**src/rtl/pg_alu_seq.sv**
```systemverilog
// Power-gated ALU with an always-on result register and its own power-sequencing FSM.
// Simple ops respond one cycle after accept; MUL/DIV respond MD_LAT cycles after accept.
//
// state | meaning
// OFF   | domain unpowered, clamped; waits for wake_req
// WAKE  | switch on, still clamped; counts PWR_UP_CYC cycles
// ON    | powered and unclamped; accepts ops, latches sleep_req
// ISO   | clamp applied for one cycle before the switch opens
module pg_alu_seq #(
    parameter int W          = 16,
    parameter int PWR_UP_CYC = 4,
    parameter int MD_LAT     = 4,
    parameter int RETAIN     = 1
) (
    input  logic         clk,
    input  logic         rst_n,
    input  logic         req_valid,
    output logic         req_ready,
    input  logic [W-1:0] A,
    input  logic [W-1:0] B,
    input  logic [3:0]   opcode,
    output logic         rsp_valid,
    output logic [W-1:0] result,
    output logic         err,
    input  logic         wake_req,
    input  logic         sleep_req,
    output logic         pwr_en,
    output logic         iso_en,
    output logic [1:0]   pwr_state
);

    localparam int SH_W = $clog2(W);
    localparam int CW   = $clog2(PWR_UP_CYC + 1);
    localparam int MW   = $clog2(MD_LAT + 1);

    localparam logic [3:0] OP_ADD  = 4'd0;
    localparam logic [3:0] OP_SUB  = 4'd1;
    localparam logic [3:0] OP_AND  = 4'd2;
    localparam logic [3:0] OP_OR   = 4'd3;
    localparam logic [3:0] OP_XOR  = 4'd4;
    localparam logic [3:0] OP_SHL  = 4'd5;
    localparam logic [3:0] OP_SHR  = 4'd6;
    localparam logic [3:0] OP_PASS = 4'd7;
    localparam logic [3:0] OP_MUL  = 4'd8;
    localparam logic [3:0] OP_DIV  = 4'd9;

    typedef enum logic [1:0] {
        ST_OFF  = 2'd0,
        ST_WAKE = 2'd1,
        ST_ON   = 2'd2,
        ST_ISO  = 2'd3
    } pstate_t;

    pstate_t        state;
    logic [CW-1:0]  wake_cnt;
    logic           sleep_pend;

    logic           busy;
    logic [MW-1:0]  md_cnt;
    logic           s1_valid;
    logic [3:0]     op_q;
    logic [W-1:0]   a_q;
    logic [W-1:0]   b_q;

    logic           accept;
    logic           is_md_req;
    logic           md_done;
    logic           rsp_fire;
    logic [W-1:0]   alu_res;
    logic           alu_err;

    assign req_ready = (state == ST_ON) && !busy && !sleep_pend;
    assign accept    = req_valid && req_ready;
    assign is_md_req = (opcode == OP_MUL) || (opcode == OP_DIV);
    assign md_done   = busy && (md_cnt == '0);
    assign rsp_fire  = (s1_valid || md_done) && !iso_en;
    assign pwr_state = state;

    // Power FSM: sleep waits for any accepted or in-flight op to respond first.
    always_ff @(posedge clk or negedge rst_n) begin
        if (!rst_n) begin
            state      <= ST_OFF;
            pwr_en     <= 1'b0;
            iso_en     <= 1'b1;
            wake_cnt   <= '0;
            sleep_pend <= 1'b0;
        end else begin
            case (state)
                ST_OFF: begin
                    if (wake_req) begin
                        state    <= ST_WAKE;
                        pwr_en   <= 1'b1;
                        iso_en   <= 1'b1;
                        wake_cnt <= CW'(PWR_UP_CYC - 1);
                    end
                end
                ST_WAKE: begin
                    if (wake_cnt == '0) begin
                        state  <= ST_ON;
                        iso_en <= 1'b0;
                    end else begin
                        wake_cnt <= wake_cnt - CW'(1);
                    end
                end
                ST_ON: begin
                    if (sleep_req) begin
                        sleep_pend <= 1'b1;
                    end
                    if ((sleep_pend || sleep_req) && !busy && !s1_valid && !accept) begin
                        state  <= ST_ISO;
                        iso_en <= 1'b1;
                    end
                end
                ST_ISO: begin
                    state      <= ST_OFF;
                    pwr_en     <= 1'b0;
                    iso_en     <= 1'b1;
                    sleep_pend <= 1'b0;
                end
                default: begin
                    state <= ST_OFF;
                end
            endcase
        end
    end

    always_comb begin
        alu_res = '0;
        alu_err = 1'b0;
        case (op_q)
            OP_ADD:  alu_res = a_q + b_q;
            OP_SUB:  alu_res = a_q - b_q;
            OP_AND:  alu_res = a_q & b_q;
            OP_OR:   alu_res = a_q | b_q;
            OP_XOR:  alu_res = a_q ^ b_q;
            OP_SHL:  alu_res = a_q << b_q[SH_W-1:0];
            OP_SHR:  alu_res = a_q >> b_q[SH_W-1:0];
            OP_PASS: alu_res = a_q;
            OP_MUL:  alu_res = a_q * b_q;
            OP_DIV: begin
                if (b_q == '0) begin
                    alu_res = '1;
                    alu_err = 1'b1;
                end else begin
                    alu_res = a_q / b_q;
                end
            end
            default: begin
                alu_res = '0;
                alu_err = 1'b1;
            end
        endcase
    end

    // Operand capture, MUL/DIV latency timer and the AON result register.
    always_ff @(posedge clk or negedge rst_n) begin
        if (!rst_n) begin
            a_q       <= '0;
            b_q       <= '0;
            op_q      <= '0;
            s1_valid  <= 1'b0;
            busy      <= 1'b0;
            md_cnt    <= '0;
            rsp_valid <= 1'b0;
            result    <= '0;
            err       <= 1'b0;
        end else begin
            rsp_valid <= rsp_fire;
            if (accept) begin
                a_q      <= A;
                b_q      <= B;
                op_q     <= opcode;
                s1_valid <= !is_md_req;
                if (is_md_req) begin
                    busy   <= 1'b1;
                    md_cnt <= MW'(MD_LAT - 1);
                end
            end else begin
                s1_valid <= 1'b0;
                if (busy) begin
                    if (md_cnt == '0) begin
                        busy <= 1'b0;
                    end else begin
                        md_cnt <= md_cnt - MW'(1);
                    end
                end
            end
            if (rsp_fire) begin
                result <= alu_res;
                err    <= alu_err;
            end else if (RETAIN == 0 && state == ST_ISO) begin
                result <= '0;
            end
        end
    end

endmodule

```
**config.mk**
```make
export PLATFORM = sky130hd
export DESIGN_NAME = pg_alu_seq
export DESIGN_NICKNAME = d
export VERILOG_FILES = /design/src/rtl/pg_alu_seq.sv
export SDC_FILE = /design/constraint.sdc
export NUM_CORES = 1
export LEC_CHECK = 0
export CAP_MARGIN = 0
export CORE_AREA = 2 2 238 240
export DETAILED_ROUTE_END_ITERATION = 7
export DIE_AREA = 0 0 240 242
export PLACE_DENSITY = 0.44
export RECOVER_POWER = 50
export REMOVE_ABC_BUFFERS = 1
export SLEW_MARGIN = 30
export SYNTH_ARGS = -nofsm -noshare
export SYNTH_HDL_FRONTEND = slang
export SYNTH_SLANG_ARGS = --single-unit
export TNS_END_PERCENT = 30
```
**constraint.sdc**
```tcl
create_clock -name clk -period 24.2 [get_ports clk]
set_input_delay 6.05 -clock clk [delete_from_list [all_inputs] [get_ports clk]]
set_output_delay 6.05 -clock clk [all_outputs]
set_load 0.005 [all_outputs]
```
==> results.ini <==
[outcome]
violations = max-capacitance violations, max-slew violations
status = finished with violations

[critical_path]
reg2reg_depth = 126
cp-startpoint = b_q[15]$_DFFE_PN0P_
slowest_delay_ps = 540
r2r_start = b_q[15]$_DFFE_PN0P_
endpoint_kind = flip-flop
crit_end = result[0]$_DFFE_PN0P_
crit_top_cell = buf_4
critPathKind = reg2reg
rr_endpoint = result[0]$_DFFE_PN0P_
arrival_ps = 23740
crit_required_ps = 24410
r2r_slack_ps = 660
critPathSlowestCell = or4b_4
critPathLaunchType = flip-flop
path_max_fanout = 7

[clock_tree]
cts.sinks = 67
hold_buffers = 0
cts_root_buf = clkbuf_16
cts_buffers = 9
htree_levels = 3
cts_tree = built
clkLatencyLatePin_ps = 360
cts_buffer_depth = 2
clk_pin_slew_ps = 60

[yosys]
yosysTopAreaCell = ha_1
ys_top_cells_by_count = ha_1, nor2_1, nand2_1
synthAdderAreaFrac_pct = 28.4
synth.mux.area_fraction_pct = 4.25
synth_top_family_by_area = adder cells
synth-seq-cells = 67
yosys_warnings = 0
synthSimpleGateAreaFrac_pct = 20.1
synth_compound_area_share_pct = 23.9
synth-edff-count = 0
synth_area_leaders = ha_1, dfrtp_1, fa_1
syn-cell-area_um2 = 16500
synth_cells = 2155
yosysMostFrequentCell = ha_1
yosysSeqAreaShare_pct = 10.2
synth.distinct_cells = 93
avgSynthCellArea_um2 = 7.65
synth_top_area_share_pct = 18.6
synthXorXnorAreaFrac_pct = 6.59
synthFlopType = dfrtp_1
synthArstFlopShare_pct = 100

[timing]
post-route-period-util_pct = 97.3
fin_skew_ps = 11.1
grt_setup_unrepaired = yes
fin_tns_setup_ps = 0
finalWorstPathRequiredPeriod_ps = 23540
setup_violations = 0
hold_violations = 0
clock.fmax_ghz = 0.0425
slew_viol_final = 68
tightest_slew_ps = 3870
slew-limit-headroom_pct = -158

[placed_design]
place_congestion = 0.949
hpwl_mm = 54.6
port_buffers = 63

[routing]
wirelength_mm = 73.0
num_vias = 18200
vias_per_cell = 5.33
first_iter_violations = 1347
first_pass_iters = 6
routedWlPerCell_um = 21.3
antenna_left = 0
drc = 0

[grt]
grt_usage_pct = 24.4
grt_pass1_wl_mm = 108
grt_antenna_before_repair = 2
grt_max_degree = 68
grt_pass1_vias = 18000
grt-ovfl-total = 0

[floorplan]
initial_core_util_pct = 29.6
chipHeight_um = 242
die_area_um2 = 58100
rows = 87
ioPinCount = 64
core_um2 = 55700
die_w_um = 240

[cells_and_area]
layout-drive-gt1-share_pct = 30.8
area_delta_synth_final_pct = 42.5
layout.nets = 3025
register_area_um2 = 1680
multi_input_area_um2 = 15200
nFillCells = 5704

[hold_path]
hold_class = reg2reg

[run]
drv_cap = 1

## logic make-up (layout without fill, tap and decap cells)
group | after synthesis | count (layout)
multiplexers | 60 | 60
adder cells (fa/ha/maj) | 326 | 326
AND/OR/NAND/NOR | 711 | 711
AO/OA/AOI/OAI | 590 | 591
buffers and inverters | 277 | 784
other | 0 | 1
XOR/XNOR | 124 | 124
flip-flops | 67 | 67
## placed cells by master, fill, tap and decap left out, types with 13 or more instances in the layout
cell | synthesis | layout
buf_4 | 0 | 507
nor2_1 | 232 | 221
nand2_1 | 223 | 212
ha_1 | 245 | 208
inv_1 | 164 | 163
o21ai_0 | 135 | 112
a21oi_1 | 133 | 98
xnor2_1 | 86 | 86
fa_1 | 81 | 81
dfrtp_1 | 66 | 65
clkdlybuf4s50_1 | 0 | 58
nor3_1 | 57 | 50
a21o_1 | 42 | 41
xor2_1 | 38 | 38
o21a_1 | 37 | 35
ha_4 | 0 | 34
nand3_1 | 35 | 27
a21oi_2 | 1 | 25
buf_6 | 3 | 24
mux2_2 | 30 | 23
nand2b_1 | 23 | 23
o211ai_1 | 22 | 22
mux2i_1 | 25 | 22
a31oi_1 | 25 | 18
or2_2 | 17 | 16
nor2b_1 | 18 | 15
a221oi_1 | 18 | 15
or3_1 | 20 | 14
a22oi_1 | 15 | 14
o21ai_1 | 5 | 13
## state kept, by name (all words and copies together), names as in the netlist, 2 cells and up
| register | cells |
|---|---|
| pwr_state | 2 |
| a_q | 16 |
| b_q | 16 |
| md_cnt | 3 |
| result | 16 |
| op_q | 4 |
| wake_cnt | 3 |
## repair_timing
item / in CTS / in global routing
buffers inserted: 39 / 48
pin swaps: 48 / 143
endpoints found under the setup margin: 2 / 2
gates cloned: 1 / 0
resized for setup: 100 / 199
## final cells by class
class / instances / area share [%]
antenna: 1 / 0.0106
inverter: 172 / 2.75
tap: 756 / 4.03
timing repair buffer: 596 / 20.1
sequential: 67 / 7.15
multi-input combinational: 1812 / 64.7
clock inverter: 5 / 0.224
clock buffer: 11 / 1.03
## through the flow
step / std cells / hold WS (ps) / utilization (%) / cell area (µm²) / setup slack, ps
2_1_floorplan: 2050 / 449 / - / 16100 / -4030
3_3_place_gp: 3316 / 470 / 37.7 / 21000 / -981
3_5_place_dp: 3316 / 471 / 37.7 / 21000 / -1300
4_1_cts: 3372 / 485 / 39.7 / 22100 / 3.92
5_1_grt: 3420 / 507 / 42.2 / 23500 / -321
6_report: 3420 / 474 / 42.2 / 23500 / 663
## worst min path at each step
stage                                startpoint                    end  slack [ps]  depth (start not counted)
after CTS                 result[1]$_DFFE_PN0P_  result[1]$_DFFE_PN0P_         490                          2
after floorplan           md_cnt[0]$_DFFE_PN0P_  md_cnt[0]$_DFFE_PN0P_         450                          1
final                     result[1]$_DFFE_PN0P_  result[1]$_DFFE_PN0P_         470                          2
after global placement    md_cnt[0]$_DFFE_PN0P_  md_cnt[0]$_DFFE_PN0P_         470                          1
after detailed placement  md_cnt[0]$_DFFE_PN0P_  md_cnt[0]$_DFFE_PN0P_         470                          1
after global routing      result[1]$_DFFE_PN0P_  result[1]$_DFFE_PN0P_         510                          2
## worst max-delay path: cells and delay by family, from the launching register on
kind | cells | cell delay, ps
flops | 1 | 400
buf+inv | 26 | 2890
fa+ha+maj | 14 | 3580
simple gates | 32 | 5600
compound gates | 50 | 9600
mux | 4 | 1310
## layer usage
| layer | vias to the layer above | track usage, % | share of wire (%) |
|---|---|---|---|
| li1 | 8681 | - | - |
| met1 | 8824 | 32.2 | 43 |
| met2 | 592 | 39.9 | 46 |
| met3 | 136 | 3.76 | 6.2 |
| met4 | 2 | 8.66 | 4.1 |
| met5 | - | 0 | 0.018 |
Power is left out: the tool's default activity adds up to more than one toggle a clock period on the data nets, which glitch-free logic cannot reach.
